## src/rtl/kb_scancode_queue.sv

```systemverilog
// rtl/kb_scancode_queue.sv - scancode FIFO with paced one-byte-per-pulse release to the chipset.
// Optional typematic auto-repeat injection is enabled by defining KB_TYPEMATIC_EN.
module kb_scancode_queue #(
  parameter int DEPTH            = 16,
  parameter int GAP_CYCLES       = 50000,
  parameter int TYPEMATIC_DELAY  = 25000000,
  parameter int TYPEMATIC_PERIOD = 5000000
) (
  input  logic                     clk_chipset,
  input  logic                     reset_n,
  input  logic [7:0]               mcu_data,
  input  logic                     mcu_valid,
  input  logic                     flush,
  output logic [7:0]               kb_scancode,
  output logic                     kb_scancode_upd,
  output logic [$clog2(DEPTH):0]   fifo_level,
  output logic                     overflow
);
  localparam int AW = $clog2(DEPTH);
  localparam int LW = AW + 1;
  localparam int CW = (GAP_CYCLES > 1) ? $clog2(GAP_CYCLES + 1) : 1;

  localparam logic [0:0] S_IDLE = 1'b0;
  localparam logic [0:0] S_GAP  = 1'b1;

  logic [7:0]    r_mem [DEPTH];
  logic [AW-1:0] r_wr_ptr;
  logic [AW-1:0] r_rd_ptr;
  logic [LW-1:0] r_level;
  logic [0:0]    r_state;
  logic [CW-1:0] r_gap_cnt;
  logic [7:0]    r_scancode;
  logic          r_upd;
  logic          r_overflow;

  logic          w_full;
  logic          w_empty;
  logic          w_pop;
  logic          w_mcu_push;
  logic [1:0]    w_push_cnt;
  logic [7:0]    w_push_b0;
  logic [7:0]    w_push_b1;

  assign w_full     = (r_level == LW'(DEPTH));
  assign w_empty    = (r_level == '0);
  assign w_pop      = (r_state == S_IDLE) && !w_empty;
  assign w_mcu_push = reset_n && !flush && mcu_valid && !w_full;

`ifdef KB_TYPEMATIC_EN
  localparam int TMAX = (TYPEMATIC_DELAY > TYPEMATIC_PERIOD) ? TYPEMATIC_DELAY : TYPEMATIC_PERIOD;
  localparam int TW   = $clog2(TMAX + 1);

  logic          r_tm_armed;
  logic          r_tm_prefix;
  logic          r_tm_key_pre;
  logic [6:0]    r_tm_key;
  logic [2:0]    r_tm_skip;
  logic [TW-1:0] r_tm_timer;
  logic          w_tm_expire;
  logic          w_tm_fit;

  // An MCU strobe on the expiry cycle holds the timer at 1, deferring the repeat by a cycle.
  assign w_tm_expire = reset_n && !flush && r_tm_armed && (r_tm_timer <= TW'(1)) && !mcu_valid;
  assign w_tm_fit    = (LW'(DEPTH) - r_level) >= (r_tm_key_pre ? LW'(2) : LW'(1));

  always_ff @(posedge clk_chipset) begin
    if (!reset_n || flush) begin
      r_tm_armed   <= 1'b0;
      r_tm_prefix  <= 1'b0;
      r_tm_key_pre <= 1'b0;
      r_tm_key     <= 7'h00;
      r_tm_skip    <= 3'd0;
      r_tm_timer   <= '0;
    end else begin
      if (w_tm_expire) begin
        r_tm_timer <= TW'(TYPEMATIC_PERIOD);
      end else if (r_tm_timer > TW'(1)) begin
        r_tm_timer <= r_tm_timer - TW'(1);
      end
      if (w_mcu_push) begin
        if (r_tm_skip != 3'd0) begin
          r_tm_skip <= r_tm_skip - 3'd1;
        end else if (mcu_data == 8'hE0) begin
          r_tm_prefix <= 1'b1;
        end else if (mcu_data == 8'hE1) begin
          r_tm_armed  <= 1'b0;
          r_tm_skip   <= 3'd5;
          r_tm_prefix <= 1'b0;
        end else if (!mcu_data[7]) begin
          r_tm_key     <= mcu_data[6:0];
          r_tm_key_pre <= r_tm_prefix;
          r_tm_armed   <= 1'b1;
          r_tm_timer   <= TW'(TYPEMATIC_DELAY);
          r_tm_prefix  <= 1'b0;
        end else begin
          if ((mcu_data[6:0] == r_tm_key) && (r_tm_prefix == r_tm_key_pre)) begin
            r_tm_armed <= 1'b0;
          end
          r_tm_prefix <= 1'b0;
        end
      end
    end
  end
`else
  logic w_unused_tm;
  assign w_unused_tm = (TYPEMATIC_DELAY != 0) ^ (TYPEMATIC_PERIOD != 0);
`endif

  always_comb begin
    w_push_cnt = 2'd0;
    w_push_b0  = mcu_data;
    w_push_b1  = 8'h00;
    if (w_mcu_push) begin
      w_push_cnt = 2'd1;
    end
`ifdef KB_TYPEMATIC_EN
    else if (w_tm_expire && w_tm_fit) begin
      if (r_tm_key_pre) begin
        w_push_cnt = 2'd2;
        w_push_b0  = 8'hE0;
        w_push_b1  = {1'b0, r_tm_key};
      end else begin
        w_push_cnt = 2'd1;
        w_push_b0  = {1'b0, r_tm_key};
      end
    end
`endif
  end

  always_ff @(posedge clk_chipset) begin
    if (w_push_cnt != 2'd0) begin
      r_mem[r_wr_ptr] <= w_push_b0;
    end
    if (w_push_cnt == 2'd2) begin
      r_mem[r_wr_ptr + AW'(1)] <= w_push_b1;
    end
  end

  always_ff @(posedge clk_chipset) begin
    if (!reset_n) begin
      r_wr_ptr   <= '0;
      r_rd_ptr   <= '0;
      r_level    <= '0;
      r_state    <= S_IDLE;
      r_gap_cnt  <= '0;
      r_scancode <= 8'h00;
      r_upd      <= 1'b0;
      r_overflow <= 1'b0;
    end else if (flush) begin
      r_wr_ptr   <= '0;
      r_rd_ptr   <= '0;
      r_level    <= '0;
      r_state    <= S_IDLE;
      r_gap_cnt  <= '0;
      r_upd      <= 1'b0;
      r_overflow <= 1'b0;
    end else begin
      r_wr_ptr <= r_wr_ptr + AW'(w_push_cnt);
      r_rd_ptr <= r_rd_ptr + AW'(w_pop);
      r_level  <= r_level + LW'(w_push_cnt) - LW'(w_pop);
      r_upd    <= 1'b0;
      if (mcu_valid && w_full) begin
        r_overflow <= 1'b1;
      end
      case (r_state)
        S_IDLE: begin
          if (w_pop) begin
            r_scancode <= r_mem[r_rd_ptr];
            r_upd      <= 1'b1;
            r_state    <= S_GAP;
            r_gap_cnt  <= CW'(GAP_CYCLES);
          end
        end
        default: begin
          // Leaving on the 1->0 step lets the next pulse land exactly GAP_CYCLES+1 edges later.
          if (r_gap_cnt <= CW'(1)) begin
            r_state   <= S_IDLE;
            r_gap_cnt <= '0;
          end else begin
            r_gap_cnt <= r_gap_cnt - CW'(1);
          end
        end
      endcase
    end
  end

  assign kb_scancode     = r_scancode;
  assign kb_scancode_upd = r_upd;
  assign fifo_level      = r_level;
  assign overflow        = r_overflow;
endmodule
```

## config.mk

```make
export PLATFORM = sky130hd
export DESIGN_NAME = kb_scancode_queue
export DESIGN_NICKNAME = d
export VERILOG_FILES = /design/src/rtl/kb_scancode_queue.sv
export SDC_FILE = /design/constraint.sdc
export NUM_CORES = 1
export LEC_CHECK = 0
export ABC_CLOCK_PERIOD_IN_PS = 3350
export CAP_MARGIN = 5
export CORE_MARGIN = 2
export CORE_UTILIZATION = 45
export DETAILED_ROUTE_END_ITERATION = 10
export DONT_BUFFER_PORTS = 1
export GPL_TIMING_DRIVEN = 0
export SETUP_SLACK_MARGIN = 0.3
export SYNTH_ARGS = -nofsm -noshare
export SYNTH_HDL_FRONTEND = slang
export SYNTH_SLANG_ARGS = --single-unit
```

## constraint.sdc

```tcl
create_clock -name clk_chipset -period 3.35 [get_ports clk_chipset]
set_input_delay 0 -clock clk_chipset [delete_from_list [all_inputs] [get_ports clk_chipset]]
set_output_delay 0 -clock clk_chipset [all_outputs]
set_load 0.01 [all_outputs]
```

Yosys cells after proc, flatten, opt, wreduce, memory -nomap -nowiden. Memory sizes are Yosys's and may differ from the RTL's. A register that Yosys moved wholly into a read port is not among the register bits. Cells that the tools add are included. W data, S select, Z words.

Reduce and logical (&&, ||, !) cells: 16. Magnitude comparators: 1. Add/subtract/negate cells: 6. Equality and inequality tests: 2. Multiplexer cells: 14. Bitwise logic cells: 3.

Operators by type and width (number): $mux W16 (3); $le A16 B1 Y1 const B (1); $sub A16 B1 Y16 const B (1); $mux W1 (9); $mux W8 (1); $reduce_or A8 Y1 (1); $add A5 B2 Y5 (1); $eq A5 B5 Y1 const B (1); $logic_and A1 B1 Y1 (5); $logic_not A5 Y1 (1); $sub A5 B1 Y5 (1); $add A4 B1 Y4 (1); $add A4 B1 Y4 const B (1); $add A4 B2 Y4 (1); $logic_not A1 Y1 (4); $mux W4 (1); $reduce_bool A2 Y1 (2); $not A1 Y1 (3); $reduce_and A3 Y1 (1); $reduce_or A3 Y1 (1); $eq A2 B2 Y1 const B (1); $reduce_or A2 Y1 (1).

Input bits: 12. Output and inout bits: 15. Bits in registers: 32. Word-level logic and storage cells: 50. Bits in writable memories: 128. Memories kept: 1.

Memories: r_mem (words 16, width 8, rd ports 1, clocked after Yosys merged registers in 1, write ports 1, line 26) `logic [7:0] r_mem [DEPTH];`.

Logic depth before layout (Yosys ltp).
Depth after elaboration: 10. Depth in mapped cells: 16. Gate-level depth less buffers: 15.

Worst setup path after synthesis. Ideal clock, no wire load.

Kind: reg-to-reg. From: reg r_level[3] (netlist: fifo_level[3]). To: reg r_level[4] (netlist: fifo_level[4]). Stages on the path, launching flop included: 17. Data required time: 3279 ps. Arrival: 2499 ps. Library setup time: 71 ps. Setup slack: 781 ps. Path buffers: 1. Clock period less this slack: 2569 ps. Cell sequence: dfxtp_1 inv_1 ha_1 nor4b_1 or2_1 buf_2 inv_1 nand2_1 nand2_1 ha_1 inv_1 fa_1 inv_1 a21oi_1 nor2_1 or3_1 a21oi_1.

Elaborated cells on any way between the ends: 9. Those cells by class: add/sub (2); eq/ne (1); mux (1); reduce/logical (5).

RTL lines: from (decl) (line 29) `logic [LW-1:0] r_level;`; from (signal assigned) (line 160) `r_level <= r_level + LW'(w_push_cnt) - LW'(w_pop);`; $logic_not A5 Y1 (line 45) `assign w_empty = (r_level == '0);`; $logic_not A1 Y1 (line 46) `assign w_pop = (r_state == S_IDLE) && !w_empty;`; $logic_and A1 B1 Y1 (line 46); net w_pop (line 38) `logic w_pop;`; $sub A5 B1 Y5 (line 160).

The timed path passes the listed nets, and every way through them passes these cells. A chain may end at the register's enable or synchronous reset.

Worst setup path after layout.
From: reg r_level[2] (netlist: fifo_level[2]). To: reg r_level[4] (netlist: fifo_level[4]).

The elaborated chain is that of the path after synthesis.

==> summary.md <==
| Metric | Value |
|---|---|
| Max Slew Vio Count | `0` |
| Synth Area in Compound Gates | `5.680%` |
| Status | `completed` |
| Die ar. | `0.01608 mm^2` |
| Worst reg2reg path depth | `16` |
| Worst-Skew Late Latency | `0.42 ns` |
| Worst Hold End | `kb_scancode[5]` |
| Syn avg cell area | `between 15 and 20 um^2` |
| Number of antenna violations at the first check in global routing | `0` |
| Commonest cells after routing, fill and taps aside | `edfxtp_1 (128), nor2_1 (40), dfxtp_1 (40)` |
| 1st-pass router iterations | `4` |
| Simple-Gate Fraction of Synth Area | `8.741%` |
| Largest family of logic cells by synthesized area | `multiplexers` |
| Adder-cell share of the synthesized area | `~2.3%` |
| Pin count of the biggest net entering global routing | `17` |
| Layout cell share with drive strength beyond 1 | `between 10% and 20%` |
| CTS clock-pin slew for the worst setup and hold paths | `~0.07 ns` |
| Synth Cell Area | `a little under 0.007 mm^2` |
| Worst-Margin Slew | `roughly 1 ns` |
| Cells after synthesis | `430` |
| CTS tree | `yes` |
| First-pass GRT wire length | `21490 um` |
| Peak supply drop | `0.3691 mV` |
| Async set-reset flop share out of synthesis | `0%` |
| Post-Layout Inst Area | `0.007764 mm^2` |
| Remaining Overflow, GRT | `0` |
| Worst Setup End Kind | `flop` |
| CTS Buffer Depth | `2` |
| I/O pin total | `27` |
| WL final | `13830 um` |
| Final setup vio count | `0` |
| Vias in the first global route | `about 3700` |
| Post-synthesis mux area share | `11.97%` |
| H-Tree Depth | `4` |
| Dpl cell area | `between 0.007 and 0.008 mm^2` |
| MaxCap Viol Count | `0` |
| TritonCTS buffer count | `17` |
| Leak Pwr | `around 2.5 nW` |
| R2R setup slack | `between 0.5 and 0.6 ns` |
| CP max FO | `9` |
| Post-Syn Nets | `454` |
| Worst Hold Path Cells | `3` |
| Via Count | `approximately 3700` |
| DP Wirelength | `9013 um` |
| # port buffers | `0` |
| Post-synth EDFFs | `128` |
| Initial detailed-routing violation count | `294` |
| Die width | `around 130 um` |
| Timing-limited maximum frequency | `356.9 MHz` |
| Nets | `487` |
| Final hold vios | `0` |
| Area Growth Syn to Fin | `14.42%` |
| Clock Skew | `between 0.007 and 0.008 ns` |
| Worst reg2reg path startpoint | `fifo_level[2]` |
| Data required, critical path | `3.70 ns` |
| Root buffer cell | `clkbuf_16` |
| FF+latch count, synth | `168` |
| CTS sink cnt | `168` |
| Row count | `44` |
| Fin cells | `659` |
| Remaining routing DRC violations | `0` |
| WS Path Type | `reg2reg` |
| Most used DFF post-synth | `edfxtp_1` |
| Post-DR wirelength/cell | `about 21 um` |
| Minimum clock period | `~2.8 ns` |
| Via density | `approximately 5.7` |
| Commonest non-fill, non-tap cell in the layout | `edfxtp_1` |
| XOR/XNOR share of the synthesized area | `about 1.2%` |
| Ant. Diodes | `0` |
| Worst slew margin | `32.26%` |
| Antenna-violating nets left | `0` |
| Crit path DAT | `around 3.2 ns` |
| Min-delay worst type | `in2reg` |
| Die Height | `126.8 um` |
| Unrepaired setup endpoints after global routing | `false` |
| Reg-to-reg endpoint | `fifo_level[4]` |
| Netlist cell types | `51` |
| Total Neg Setup Slack | `0 ns` |
| Crit start category | `flop` |
| Tcrit/Tclk final | `roughly 84%` |
| Sequential element share of the synthesized area | `just under 70%` |
| P per Cell Area | `~800 mW/mm^2` |
| Placer congestion estimate | `0.8501` |
| Global-route total usage across every layer | `18.32%` |
| Core ar. | `0.01464 mm^2` |
| Placed Instances | `616` |
| Min-delay src | `reset_n` |
| Starting Density | `46.33%` |
| YS warnings | `0` |
[flip-flops by register name, indices dropped and copies added (netlist names)]
signal and cells:
overflow 1, r_mem 128, r_rd_ptr 4, r_wr_ptr 4
kb_scancode 8, r_state 1, kb_scancode_upd 1, r_gap_cnt 16
fifo_level 5
[worst max path at each step]
stage | startpoint | end | slack (ns)
2_1_floorplan | fifo_level[3] | fifo_level[4] | 0.78
3_3_place_gp | fifo_level[2] | fifo_level[4] | 0.25
3_5_place_dp | fifo_level[2] | fifo_level[4] | 0.23
4_1_cts | fifo_level[2] | fifo_level[4] | 0.39
5_1_grt | fifo_level[2] | fifo_level[4] | 0.31
6_report | fifo_level[2] | fifo_level[4] | 0.55
[final cells by class]
| cell class | instances | area [um^2] |
|---|---|---|
| fill | 1190 | 6880 |
| sequential | 168 | 4644 |
| multi-input combinational | 234 | 2054 |
| clock buffer | 17 | 425.4 |
| tap | 184 | 230.2 |
| clock inverter | 14 | 165.2 |
| timing repair buffer | 14 | 127.6 |
| buffer | 15 | 67.56 |
| inverter | 13 | 48.80 |
[logic make-up after synthesis]
group	count (synthesis)
fa+ha+maj	12
compound gates	58
xor+xnor	9
simple gates	114
mux	41
buf+inv	28
flops	168
[layer usage]
metal,vias to the layer above,routed length [um],GRT usage (%)
met1,1909,6330,25.37
met5,-,0,0
met4,0,112,6.076
met2,80,6862,29.38
li1,1745,-,-
met3,8,524,3.754
[through the flow]
| step | worst slack [ns] | hold slack [ns] | total power, mW | utilization (%) |
|---|---|---|---|---|
| floorplan | 0.7809 | 0.09887 | 3.749 | - |
| global placement | 0.2549 | 0.09959 | 4.070 | 47.91 |
| detailed placement | 0.2258 | 0.09958 | 4.105 | 48.01 |
| CTS | 0.3911 | 0.02754 | 6.093 | 52.84 |
| global route | 0.3056 | 0.04142 | 6.438 | 53.02 |
| finish | 0.5483 | 0.03381 | 6.116 | 53.02 |
[synthesized netlist by cell type (all sizes together) (8+ instances only)]
library cell | instances | share of area, %
buf | 10 | 0.68
a22oi | 10 | 1.1
nand2 | 26 | 1.5
ha | 11 | 2.0
a21oi | 9 | 0.66
nand3 | 10 | 0.74
o211ai | 8 | 0.89
o21ai | 13 | 0.96
dfxtp | 40 | 12
mux4 | 32 | 11
mux2i | 8 | 1.2
nor2 | 40 | 2.2
inv | 12 | 0.66
edfxtp | 128 | 57
[critical path, cell delays in order (launching register included)]
cell and delay (ns):
dfxtp_1 0.36, inv_1 0.11, ha_2 0.20, nor4b_4 0.27, or2_1 0.14, buf_4 0.17
inv_1 0.11, nand2_1 0.12, nand2_1 0.07, ha_1 0.19, inv_1 0.07, fa_1 0.20
inv_1 0.05, a21oi_1 0.12, nor2_1 0.06, or3_1 0.34, a21oi_1 0.14
[timing repair]
item	4_1_cts	5_1_grt
endpoints found under the hold margin	133	0
setup endpoints to repair	1	1
setup buffers	0	1
hold buffers	11	0
resized for setup	1	4
[power breakdown]
group          switching, mW  internal, mW
Sequential             0.178          2.37
Clock                  0.841          1.12
Combinational          0.897         0.715
Note: power is estimated with default switching activity, not from simulation.
